`src/rtl/rx_path_aligner.sv`:
```
// rx_path_aligner: collects I/Q samples from up to four skewed DDC paths into
// one coherent set, emits it with a single-cycle rxstrobe, flags sets that
// cannot be aligned and can substitute a ramp pattern for FIFO/USB checkout.
module rx_path_aligner #(
   parameter int MAX_SKEW = 15
) (
   input  logic        rxclk,
   input  logic        reset,
   input  logic [3:0]  channels,
   input  logic        test_mode,
   input  logic        clear_status,
   input  logic [3:0]  strobe_in,
   input  logic [15:0] i_0,
   input  logic [15:0] i_1,
   input  logic [15:0] i_2,
   input  logic [15:0] i_3,
   input  logic [15:0] q_0,
   input  logic [15:0] q_1,
   input  logic [15:0] q_2,
   input  logic [15:0] q_3,
   output logic [15:0] ch_0,
   output logic [15:0] ch_1,
   output logic [15:0] ch_2,
   output logic [15:0] ch_3,
   output logic [15:0] ch_4,
   output logic [15:0] ch_5,
   output logic [15:0] ch_6,
   output logic [15:0] ch_7,
   output logic        rxstrobe,
   output logic        skew_error
);

   localparam int TW = $clog2(MAX_SKEW + 1);

   typedef enum logic [1:0] {
      IDLE    = 2'd0,
      COLLECT = 2'd1,
      EMIT    = 2'd2
   } state_t;

   state_t         state_reg;
   logic [3:0]     chan_reg;
   logic [3:0]     en_mask;
   logic [3:0]     live;
   logic [3:0]     mask_reg;
   logic [TW-1:0]  timer_reg;
   logic [15:0]    ramp_reg;
   logic           rxstrobe_reg;
   logic           skew_error_reg;
   logic           chan_change;
   logic           emit_now;
   logic [15:0]    i_s [4];
   logic [15:0]    q_s [4];

   assign i_s[0] = i_0;
   assign i_s[1] = i_1;
   assign i_s[2] = i_2;
   assign i_s[3] = i_3;
   assign q_s[0] = q_0;
   assign q_s[1] = q_1;
   assign q_s[2] = q_2;
   assign q_s[3] = q_3;

   // Enabled paths follow the registered channel count; illegal counts disable all paths
   always_comb begin
      en_mask = 4'b0000;
      case (chan_reg)
         4'd2:    en_mask = 4'b0001;
         4'd4:    en_mask = 4'b0011;
         4'd6:    en_mask = 4'b0111;
         4'd8:    en_mask = 4'b1111;
         default: en_mask = 4'b0000;
      endcase
   end

   assign live        = strobe_in & en_mask;
   assign chan_change = (channels != chan_reg);
   assign emit_now    = (state_reg == EMIT);

   genvar gi;
   generate
      for (gi = 0; gi < 4; gi++) begin : g_path
         logic [15:0] hold_i_reg;
         logic [15:0] hold_q_reg;
         logic [15:0] ch_i_reg;
         logic [15:0] ch_q_reg;

         // Holding registers take every enabled strobe; stale data is never emitted
         // because the capture mask must be refilled before completion.
         always_ff @(posedge rxclk) begin
            if (reset) begin
               hold_i_reg <= 16'h0000;
               hold_q_reg <= 16'h0000;
            end else if (live[gi]) begin
               hold_i_reg <= i_s[gi];
               hold_q_reg <= q_s[gi];
            end
         end

         // Output words load once per set on the EMIT edge; disabled paths read zero
         always_ff @(posedge rxclk) begin
            if (reset) begin
               ch_i_reg <= 16'h0000;
               ch_q_reg <= 16'h0000;
            end else if (emit_now) begin
               if (!en_mask[gi]) begin
                  ch_i_reg <= 16'h0000;
                  ch_q_reg <= 16'h0000;
               end else if (test_mode) begin
                  ch_i_reg <= ramp_reg;
                  ch_q_reg <= ~ramp_reg;
               end else begin
                  ch_i_reg <= hold_i_reg;
                  ch_q_reg <= hold_q_reg;
               end
            end
         end
      end
   endgenerate

   assign ch_0 = g_path[0].ch_i_reg;
   assign ch_1 = g_path[0].ch_q_reg;
   assign ch_2 = g_path[1].ch_i_reg;
   assign ch_3 = g_path[1].ch_q_reg;
   assign ch_4 = g_path[2].ch_i_reg;
   assign ch_5 = g_path[2].ch_q_reg;
   assign ch_6 = g_path[3].ch_i_reg;
   assign ch_7 = g_path[3].ch_q_reg;

   assign rxstrobe   = rxstrobe_reg;
   assign skew_error = skew_error_reg;

   // Alignment FSM: capture mask, skew timer, status flag, ramp and strobe
   always_ff @(posedge rxclk) begin
      if (reset) begin
         state_reg      <= IDLE;
         chan_reg       <= 4'd0;
         mask_reg       <= 4'b0000;
         timer_reg      <= '0;
         ramp_reg       <= 16'h0000;
         rxstrobe_reg   <= 1'b0;
         skew_error_reg <= 1'b0;
      end else begin
         chan_reg     <= channels;
         rxstrobe_reg <= emit_now;
         if (emit_now && test_mode) begin
            ramp_reg <= ramp_reg + 16'd1;
         end
         // Any set event further down overrides this clear
         if (clear_status) begin
            skew_error_reg <= 1'b0;
         end

         case (state_reg)
            IDLE, EMIT: begin
               // EMIT lasts one cycle and doubles as an IDLE edge for new strobes
               timer_reg <= '0;
               if (live != 4'b0000) begin
                  mask_reg  <= live;
                  state_reg <= (live == en_mask) ? EMIT : COLLECT;
               end else begin
                  mask_reg  <= 4'b0000;
                  state_reg <= IDLE;
               end
            end
            COLLECT: begin
               if (chan_change) begin
                  // Reconfiguration silently drops the partial set
                  mask_reg  <= 4'b0000;
                  timer_reg <= '0;
                  state_reg <= IDLE;
               end else if ((live & mask_reg) != 4'b0000) begin
                  // Repeat strobe: restart from this edge; a seed that already
                  // covers every path is complete and goes straight to EMIT
                  skew_error_reg <= 1'b1;
                  mask_reg       <= live;
                  timer_reg      <= '0;
                  state_reg      <= (live == en_mask) ? EMIT : COLLECT;
               end else if ((mask_reg | live) == en_mask) begin
                  mask_reg  <= en_mask;
                  timer_reg <= '0;
                  state_reg <= EMIT;
               end else if (timer_reg == TW'(MAX_SKEW - 1)) begin
                  skew_error_reg <= 1'b1;
                  mask_reg       <= 4'b0000;
                  timer_reg      <= '0;
                  state_reg      <= IDLE;
               end else begin
                  mask_reg  <= mask_reg | live;
                  timer_reg <= timer_reg + TW'(1);
               end
            end
            default: begin
               mask_reg  <= 4'b0000;
               timer_reg <= '0;
               state_reg <= IDLE;
            end
         endcase
      end
   end

endmodule

```
`config.mk`:
```
export PLATFORM = sky130hd
export DESIGN_NAME = rx_path_aligner
export DESIGN_NICKNAME = d
export VERILOG_FILES = /design/src/rtl/rx_path_aligner.sv
export SDC_FILE = /design/constraint.sdc
export NUM_CORES = 1
export LEC_CHECK = 0
export ABC_AREA = 1
export ABC_CLOCK_PERIOD_IN_PS = 2800
export CORE_MARGIN = 2
export CORE_UTILIZATION = 54
export CTS_CLUSTER_SIZE = 14
export DETAILED_ROUTE_END_ITERATION = 8
export PLACE_DENSITY = 0.86
export SYNTH_ARGS = -nofsm -noshare
export SYNTH_HDL_FRONTEND = slang
export SYNTH_SLANG_ARGS = --single-unit
```
`constraint.sdc`:
```
create_clock -name rxclk -period 2.8 [get_ports rxclk]
set_clock_uncertainty 0.05 [all_clocks]
set_input_delay 0.56 -clock rxclk [delete_from_list [all_inputs] [get_ports rxclk]]
set_output_delay 0.56 -clock rxclk [all_outputs]
set_load 0.01 [all_outputs]
```
# Word level (Yosys, flattened, before mapping)
# Cells that the tools add are included.
[word_totals] inputBits=140 ff_bits=288 output_inout_bits=130
[op_classes] n_eq_ne=11 bitwise=5 mux=36 reduce_logical=6 add_sub_neg=2
[op_table] operator="$mux W16" count=16
[op_table] operator="$mux W4" count=5
[op_table] operator="$add A16 B1 Y16 const B" count=1
[op_table] operator="$not A16 Y16" count=1
[op_table] operator="$pmux W4 S4" count=1
[op_table] operator="$mux W2" count=6
[op_table] operator="$and A4 B4 Y4" count=2
[op_table] operator="$eq A4 B3 Y1 const B" count=2
[op_table] operator="$eq A4 B4 Y1" count=2
[op_table] operator="$eq A4 B4 Y1 const B" count=2
[op_table] operator="$pmux W4 S2" count=1
[op_table] operator="$reduce_bool A4 Y1" count=2
[op_table] operator="$mux W1" count=6
[op_table] operator="$reduce_or A6 Y1" count=1
[op_table] operator="$ne A5 B5 Y1 const B" count=1
[op_table] operator="$add A4 B1 Y4 const B" count=1
[op_table] operator="$eq A4 B2 Y1 const B" count=1
[op_table] operator="$ne A4 B4 Y1" count=1
[op_table] operator="$or A4 B4 Y4" count=1
[op_table] operator="$pmux W2 S2" count=1
[op_table] operator="$eq A2 B1 Y1 const B" count=1
[op_table] operator="$eq A2 B2 Y1 const B" count=1
[op_table] operator="$logic_not A2 Y1" count=1
[op_table] operator="$reduce_or A2 Y1" count=1
[op_table] operator="2 further kinds" count=2

# Longest topological paths before layout
# Gate-level depths: netlist of the first run.
[depth] word_depth=9 depth_mapped=13 depth_no_buf=13

# Least setup slack after synthesis of the first run
# Ideal clock, no wire load.
[synth_path] path_kind="input-to-reg" from="in test_mode" to="reg ramp_reg[15]" path_stages=10 arrival_time_ns=1.649 path_buffers=1 setup_ns=0.130 setup_slack_ns=0.971 cell_sequence="buf_2 nand2_2 nor2_2 nand2_1 nor2_1 nand3_2 nor2_1 nand4_1 nor2_1 nor3b_2"
[synth_via] elab_chain_len=1
[synth_rtl] item="start: declaration" line="10" rtl="input logic test_mode,"
[synth_rtl] item="$logic_and A1 B1 Y1" line="146" rtl="if (emit_now && test_mode) begin"
[synth_rtl] item="end signal: assignment" line="147" rtl="ramp_reg <= ramp_reg + 16'd1;"
[synth_rtl] item="end: declaration" line="47" rtl="logic [15:0] ramp_reg;"
# Every way passes these cells.
# A chain may end at the register's enable or synchronous reset.

# Worst setup path in the final report of the first run
[layout_path] from="reg chan_reg[0]" to="reg g_path[1].hold_q_reg[6]"
[layout_via] elab_chain_len=3 word_cells_on_any_way=6 classes_between="4 x eq/ne; 1 x mux; 1 x bitwise"
[layout_rtl] item="start: declaration" line="42" rtl="logic [3:0] chan_reg;"
[layout_rtl] item="start signal: assignment" line="144" rtl="chan_reg <= channels;"
[layout_rtl] item="$eq A4 B4 Y1, or another cell as far along" line="67" rtl="case (chan_reg)"
[layout_rtl] item="$pmux W4 S4 *" line="67"
[layout_rtl] item="$and A4 B4 Y4 *" line="76" rtl="assign live = strobe_in & en_mask;"
[layout_rtl] item="end signal: assignment" line="96" rtl="hold_q_reg <= q_s[gi];"
[layout_rtl] item="end: declaration" line="84" rtl="logic [15:0] hold_q_reg;"
# Every way passes the cells marked *; elsewhere a longest branch is shown, timed or not.

==> results of run 1 <==
## cells in the final DEF, fill, tap and decap left out, types with 21 or more instances in the layout
cell / n
buf_4: 21
o31ai_1: 30
clkdlybuf4s50_1: 267
nand2_1: 138
nor2_1: 214
dfxtp_1: 288
nand3_1: 116
o21ai_0: 334
inv_1: 82
clkbuf_16: 29
a21oi_1: 87
## per-layer routing
metal  global-route usage, %  wire [µm]  vias to the layer above  share of wire, %
met2                    51.6      16500                      611                47
met4                    11.0       1280                        0               3.7
met5                       0          0                        -                 0
li1                        -          -                     5347                 -
met3                    4.14       3320                       99               9.5
met1                    40.9      13900                     5179                40
## area by class of cell
cell class                      count  area share [%]
Clock buffer                       40            5.56
Clock inverter                     12           0.623
Inverter                           90            2.29
Multi-Input combinational cell    980            31.6
Sequential cell                   288            38.3
Tap cell                          270            2.24
Timing Repair Buffer              293            19.4
## stage by stage
| step | hold WS, ps | power (W) | std cells | worst slack [ps] |
|---|---|---|---|---|
| floorplan | 374 | 0.00488 | 1461 | 971 |
| finish | 399 | 0.00898 | 1973 | 658 |
| global placement | 381 | 0.00529 | 1921 | 541 |
| global route | 392 | 0.00929 | 1973 | 523 |
| CTS | 371 | 0.00899 | 1973 | 679 |
| detailed placement | 389 | 0.00531 | 1921 | 492 |
## power breakdown
part	internal [W]	total [W]	switching, W
registers	0.00423	0.00430	0.0000680
clock network	0.00217	0.00374	0.00157
logic	0.000393	0.000940	0.000547
## worst max-delay path: stages, from the launching register on
cell and delay [ps]:
dfxtp_1 350, nor2_2 290, nand2_8 150, nand2_4 120
nand2_2 200, inv_1 420, buf_4 290, nor2_1 80
nor2_1 110
## logic make-up (layout without fill, tap and decap cells)
logic type,Yosys count,after routing
AOI/OAI and AO/OA,463,463
DFF,288,288
xor gates and xnor gates,2,2
buffers and inverters,193,435
and+or+nand+nor,512,512
adders and majority gates,3,3
## how the worst max path moves through the flow
| stage | slack [ps] | startpoint | cells after the start | to |
|---|---|---|---|---|
| after detailed placement | 490 | channels[1] | 9 | mask_reg[0] |
| after CTS | 680 | ch_3[15] | 1 | ch_3[15] |
| after global routing | 520 | chan_reg[3] | 9 | g_path[1].hold_q_reg[6] |
| after global placement | 540 | strobe_in[1] | 6 | g_path[1].hold_q_reg[1] |
| final | 660 | chan_reg[0] | 8 | g_path[1].hold_q_reg[6] |
| after floorplan | 970 | test_mode | 10 | ramp_reg[15] |
==> results.cfg, run 1 <==
[worst_setup_path]
regToRegStartpoint = chan_reg[0]
crit_arrival_ps = 2550
r2r_setup_slack_ps = 660
required_ps = 3210
startpoint_type = flip-flop
path_max_fanout = 16
critical_path_class = flip-flop to flip-flop
cp-end-kind = flip-flop
reg2reg_to = g_path[1].hold_q_reg[6]
ff2ff_path_depth = 8

[synthesis]
yosys.area_share.xor_xnor_pct = 0.155
synth_edf_count = 0
syn_area_mm2 = 0.0113
synth.area.top_cells = dfxtp_1, o21ai_0, nor2_1
synth_nets = 1604
synth_top_area_cell = dfxtp_1
ys.warnings.count = 0
synth-seq-cells = 288
async_flop_share_pct = 0
synthMuxAreaShare_pct = 0
synth_common_cells = o21ai_0, dfxtp_1, nor2_1
synthCells = 1461
synth_top_family_by_area = compound AO/OA/AOI/OAI gates
synth.avg_cell_area_um2 = 7.72
yosys.cell_types.count = 36
synth_flop_cell = dfxtp_1
synth-compound-area-share_pct = 21.5
synthAdderAreaFrac_pct = 0.333
synth_simple_gate_area_share_pct = 20.2
yosysMostFrequentCell = o21ai_0
ys_seq_area_share_pct = 51.1
synth_top_area_share_pct = 51.1

[global_routing]
grtUsageTotal_pct = 30.8
first_global_vias = 10200
grt_antenna_before_repair = 0
grt_max_degree = 112
grt_pass1_wl_um = 54200
overflow = 0

[finish]
final_area_mm2 = 0.0151
seq_area_mm2 = 0.00577
n_antenna_cell = 0
nFillCells = 1565
drive_gt1_share_pct = 6.69
multi_input_area_mm2 = 0.00477
fin_nets = 1824
syn2layout_area_growth_pct = 33.5
fin_util_pct = 74.0

[min_path]
hold_path_end = ch_6[12]
min_path_cells = 2
worstHoldPathType = input pin to flip-flop
hold_start = reset

[route]
wire_per_inst_um = 17.8
routed_wl_um = 35100
ant_nets = 0
drt_iter0_drc = 1083
first_pass_iters = 8
num_vias = 11200
drc = 0
vias_per_cell = 5.69

[timing]
setup_viol = 0
slew_headroom_pct = 58.1
tightestPinTransition_ps = 629
hold_viol_final = 0
grt_setup_unrepaired = no
setup_tns_ps = 0
fin_crit_sh_pct = 76.5
max_freq_mhz = 467
drv_slew = 0
period_needed_ps = 2140

[floorplan]
boundaryPins = 270
initial_core_util_pct = 55.4
die_x_um = 149
std_cell_rows = 52
die_area_mm2 = 0.0221
coreArea_mm2 = 0.0204
die_y_um = 149

[clock_tree]
cts-resized-gates = 0
cts_root_buffer = clkbuf_16
cts_buffers = 28
tritoncts = built
cts_sinks = 288
cts_buffer_depth = 3
worstSkewPairLatency_ps = 540
cts.clk_slew.worst_paths_ps = 60
hold_buffers = 0
cts_setup_buffers = 0
cts_max_level = 1

[place]
dp_hpwl_um = 24200
dpl_cell_area_mm2 = 0.0141
place.gp.congestion = 0.917
port_buffers = 269

[power_and_ir_drop]
leakagePower_nw = 5.44
p_per_area_mw_per_mm2 = 596
max-vdd-ir-drop_mv = 0.470

[run_status]
outcome = completed

[flow_run]
maxCapViolations = 0
Power figures use the tool's default switching activity.
==> inputs of run 2 (changes only) <==
--- a/config.mk
+++ b/config.mk
@@ -6,12 +6,12 @@
 export NUM_CORES = 1
 export LEC_CHECK = 0
 export ABC_AREA = 1
-export ABC_CLOCK_PERIOD_IN_PS = 2800
+export ABC_CLOCK_PERIOD_IN_PS = 1800
 export CORE_MARGIN = 2
-export CORE_UTILIZATION = 54
+export CORE_UTILIZATION = 45
 export CTS_CLUSTER_SIZE = 14
 export DETAILED_ROUTE_END_ITERATION = 8
-export PLACE_DENSITY = 0.86
+export PLACE_DENSITY = 0.76
 export SYNTH_ARGS = -nofsm -noshare
 export SYNTH_HDL_FRONTEND = slang
 export SYNTH_SLANG_ARGS = --single-unit
==> constraint.sdc (replaced) <==
create_clock -name rxclk -period 1.8 [get_ports rxclk]
set_clock_uncertainty 0.05 [all_clocks]
set_input_delay 0.36 -clock rxclk [delete_from_list [all_inputs] [get_ports rxclk]]
set_output_delay 0.36 -clock rxclk [all_outputs]
set_load 0.01 [all_outputs]
==> results.cfg, run 2 (synthesis results as in run 1) <==
[run_status]
outcome = completed

[timing]
drv_slew = 0
timing.hold.ws_ps = 46.7
fin_crit_sh_pct = 97.5
tightestPinTransition_ps = 526
setup_tns_ps = 0
period_needed_ps = 1750
slew_headroom_pct = 64.9
max_freq_mhz = 570
setup_viol = 0
hold_viol_final = 0
grt_setup_unrepaired = yes

[global_routing]
grt_max_degree = 88
overflow = 0
grtUsageTotal_pct = 26.8
grt_antenna_before_repair = 3
first_global_vias = 10300
grt_pass1_wl_um = 55600

[place]
dp_hpwl_um = 25300
port_buffers = 269
dpl_cell_area_mm2 = 0.0145
place.gp.congestion = 0.869
placed_cells = 1998

[finish]
nFillCells = 2188
final_common_cell = o21ai_0
syn2layout_area_growth_pct = 38.0
final_area_mm2 = 0.0156
fin_cells = 2063
drive_gt1_share_pct = 9.56
fin_nets = 1859
fin_util_pct = 63.6
multi_input_area_mm2 = 0.00490
seq_area_mm2 = 0.00578
final_cell_mix = o21ai_0, dfxtp_1, nor2_1

[route]
first_pass_iters = 9
wire_per_inst_um = 17.8
drt_iter0_drc = 926
num_vias = 11200
routed_wl_um = 36800
vias_per_cell = 5.41
ant_nets = 0
drc = 0

[floorplan]
die_area_mm2 = 0.0263
coreArea_mm2 = 0.0245
boundaryPins = 270
initial_core_util_pct = 46.1
std_cell_rows = 57
die_x_um = 162
die_y_um = 162

[worst_setup_path]
worst-path-buf-inv = 2
path_delay_family = simple AND/OR/NAND/NOR gates
worstPathCellList = inv_4 > nor2_4 > nand2_8 > buf_6 > nand2_4 > nand3_1 > nand3_2 > nor2_4 > o21ai_0 > nand2_1 > nand3_1 > a21oi_1
critical_path_class = flip-flop to flip-flop
slowest_stage = dfxtp_2
cp-end-kind = flip-flop
path_max_fanout = 6
crit_arrival_ps = 2150
startpoint_type = flip-flop
worst_path_largest_cell_delay_ps = 350
required_ps = 2190

[clock_tree]
cts_buffer_depth = 3
worstSkewPairLatency_ps = 560
cts.clk_slew.worst_paths_ps = 70
tritoncts = built
cts_root_buffer = clkbuf_16
cts_buffers = 30
cts_sinks = 288
cts_max_level = 1

[min_path]
worstHoldPathType = input pin to flip-flop

[flow_run]
maxCapViolations = 0

[power_and_ir_drop]
p_per_area_mw_per_mm2 = 939
max-vdd-ir-drop_mv = 0.577
leakagePower_nw = 6.34
==> run 2: changes by cell type in the layout (fill, tap and decap cells not counted), sizes merged <==
| cell | before | now |
|---|---|---|
| clkdlybuf4s50 | 267 | 137 |
| inv | 90 | 91 |
| diode | 0 | 2 |
| bufinv | 1 | 4 |
| clkinvlp | 2 | 0 |
| buf | 26 | 59 |
| clkbuf | 40 | 41 |
| dlygate4sd2 | 0 | 130 |
| clkinv | 9 | 7 |
==> run 2: per-stage QoR <==
stage	setup slack, ps	power [W]
finish	45.3	0.0146
global route	-70.2	0.0151
CTS	20.9	0.0146
detailed placement	-153	0.00832
global placement	-101	0.00829
floorplan	171	0.00758
==> run 2: report_power, final <==
| part | leakage (nW) | switching, W | internal [W] |
|---|---|---|---|
| logic | 3.50 | 0.000883 | 0.000661 |
| registers | 2.34 | 0.000103 | 0.00658 |
| clock network | 0.504 | 0.00254 | 0.00384 |
==> run 2: metal layers <==
metal | GRT usage, % | up-vias | wire (µm)
met1 | 35.4 | 5195 | 15100
met2 | 44.3 | 456 | 17500
met4 | 10.8 | 2 | 1470
met3 | 4.11 | 97 | 2810
li1 | - | 5415 | -
met5 | 0 | - | 13
==> run 2: layout make-up <==
| cell class | count | share of cell area, % |
|---|---|---|
| Antenna cell | 2 | 0.0322 |
| Clock buffer | 41 | 5.41 |
| Clock inverter | 12 | 1.15 |
| Inverter | 90 | 2.24 |
| Multi-Input combinational cell | 980 | 31.5 |
| Sequential cell | 288 | 37.1 |
| Tap cell | 324 | 2.61 |
| Timing Repair Buffer | 326 | 20.0 |
==> run 2: path summary, 6_finish.rpt <==
| path | start | end | slack [ps] | cells after the start |
|---|---|---|---|---|
| worst max-delay path | chan_reg[3] | mask_reg[2] | 50 | 12 |
| worst min-delay path | reset | rxstrobe | 50 | 2 |
| worst max register to register | chan_reg[3] | mask_reg[2] | 50 | 12 |
| worst min register to register | g_path[3].hold_i_reg[10] | g_path[3].hold_i_reg[10] | 400 | 2 |
==> run 2: timing repair <==
| action | CTS | global route |
|---|---|---|
| hold buffers | 0 | 0 |
| setup buffers | 0 | 10 |
| pin swaps | 0 | 15 |
| resized for setup | 132 | 43 |
| setup endpoints to repair | 133 | 20 |
==> inputs of run 3 (changes only) <==
--- a/config.mk
+++ b/config.mk
@@ -8,10 +8,10 @@
 export ABC_AREA = 1
 export ABC_CLOCK_PERIOD_IN_PS = 1800
 export CORE_MARGIN = 2
-export CORE_UTILIZATION = 45
+export CORE_UTILIZATION = 30
 export CTS_CLUSTER_SIZE = 14
 export DETAILED_ROUTE_END_ITERATION = 8
-export PLACE_DENSITY = 0.76
+export HOLD_SLACK_MARGIN = 0.08
 export SYNTH_ARGS = -nofsm -noshare
 export SYNTH_HDL_FRONTEND = slang
 export SYNTH_SLANG_ARGS = --single-unit
==> results.cfg, run 3 (synthesis results as in run 1) <==
[run_status]
outcome = completed

[floorplan]
die_area_mm2 = 0.0392
boundaryPins = 270
std_cell_rows = 71
initial_core_util_pct = 30.2
coreArea_mm2 = 0.0373
die_y_um = 198
die_x_um = 198

[route]
drt_iter0_drc = 748
vias_per_cell = 4.97
wire_per_inst_um = 18.5
num_vias = 11100
routed_wl_um = 41300
ant_nets = 0
drc = 0
first_pass_iters = 5

[worst_setup_path]
path_max_fanout = 6
startpoint_type = flip-flop
startpoint = chan_reg[3]
crit_arrival_ps = 2180
r2r_setup_slack_ps = 10
regToRegStartpoint = chan_reg[3]
cp-end-kind = flip-flop
reg2reg_to = mask_reg[0]
critical_path_class = flip-flop to flip-flop
ff2ff_path_depth = 12
required_ps = 2190

[finish]
fin_util_pct = 42.9
fin_cells = 2237
syn2layout_area_growth_pct = 41.8
final_cell_mix = o21ai_0, dfxtp_1, nor2_1
final_common_cell = o21ai_0
final_area_mm2 = 0.0160
drive_gt1_share_pct = 10.7
fin_nets = 1884

[clock_tree]
cts_root_buffer = clkbuf_16
cts_buffers = 34
cts.clk_slew.worst_paths_ps = 60
cts_buffer_depth = 3
worstSkewPairLatency_ps = 520
cts_max_level = 2
tritoncts = built
cts_sinks = 288
hold_buffers = 0

[timing]
slew_headroom_pct = 61.8
fin_crit_sh_pct = 99.2
setup_viol = 0
max_freq_mhz = 560
grt_setup_unrepaired = yes
tightestPinTransition_ps = 574
hold_viol_final = 0
period_needed_ps = 1790
drv_slew = 0

[global_routing]
grt_pass1_wl_um = 61600
grt_max_degree = 83
first_global_vias = 10500
grtUsageTotal_pct = 20.6
overflow = 0
grt_antenna_before_repair = 3

[flow_run]
maxCapViolations = 0

[place]
place.gp.congestion = 0.864
placed_cells = 2173
dp_hpwl_um = 29100
dpl_cell_area_mm2 = 0.0149
port_buffers = 269

[min_path]
worstHoldPathType = input pin to flip-flop
hold_path_end = rxstrobe
hold_start = reset
min_path_cells = 2

[power_and_ir_drop]
max-vdd-ir-drop_mv = 0.502
power_w = 0.0151
leakagePower_nw = 6.54
p_per_area_mw_per_mm2 = 944
[run 3: cell count changes in the layout (fill, tap and decap cells not counted), moves of 3 or more]
cell            change
o21ai_0             -3
clkbuf_16           +7
dlymetal6s2s_1      +4
o21ai_1             +3
buf_4              +18
nor2_4              -3
nand2_2             +3
bufinv_16           -3
dlygate4sd2_1       -4
[run 3: worst max path at each step]
| stage | slack (ps) | cells after the start | to |
|---|---|---|---|
| after floorplan | 170 | 10 | ramp_reg[15] |
| after global placement | -160 | 9 | mask_reg[3] |
| after detailed placement | -150 | 9 | mask_reg[0] |
| after CTS | 1 | 1 | ch_2[6] |
| after global routing | -80 | 12 | mask_reg[0] |
| final | 10 | 12 | mask_reg[0] |
[run 3: layout make-up]
type,count,area (µm²)
clock buffers,50,1040
inverters,90,348
flip-flops and latches,288,5770
diodes,2,5.00
fillers,3831,21300
clock inverters,6,55.1
repair buffers,346,3290
well taps,474,593
multi-input cells,981,4880
[run 3: per-layer routing]
layer | track usage, % | vias up | wire [µm]
li1 | - | 5456 | -
met1 | 27.9 | 5242 | 18800
met2 | 33.3 | 355 | 19000
met3 | 3.61 | 63 | 2450
met4 | 6.74 | 0 | 1170
met5 | 0 | - | 0
[run 3: timing repair]
item	CTS	global route
resized for setup	127	42
gates cloned	0	1
endpoints found under the setup margin	150	108
pin swaps	0	11
setup buffers	0	5
[run 3: report_power, final]
group | switching, W | internal, W | leakage (nW) | total [W]
clock network | 0.00266 | 0.00414 | 0.547 | 0.00680
registers | 0.000101 | 0.00658 | 2.34 | 0.00669
logic | 0.000924 | 0.000692 | 3.65 | 0.00162
total | 0.00369 | 0.0114 | 6.54 | 0.0151
[run 3: per-stage QoR]
stage               hold slack, ps  setup slack, ps  setup TNS (ps)
floorplan                      374              171               0
finish                         131             13.8               0
CTS                            159             1.50               0
global route                   141            -78.3            -441
detailed placement             386             -153           -4880
global placement               382             -161           -3710
[run 3: critical path, stage by stage, from the launching register on]
cell and delay, ps:
dfxtp_2 340, inv_4 50, nor2_4 240, nand2_8 120, nand3_4 80, nand2_2 60, nor2_2 110, nand2_2 100
nor2_8 190, nor2_4 50, nor2_2 100, o21ai_1 60, a21oi_1 150
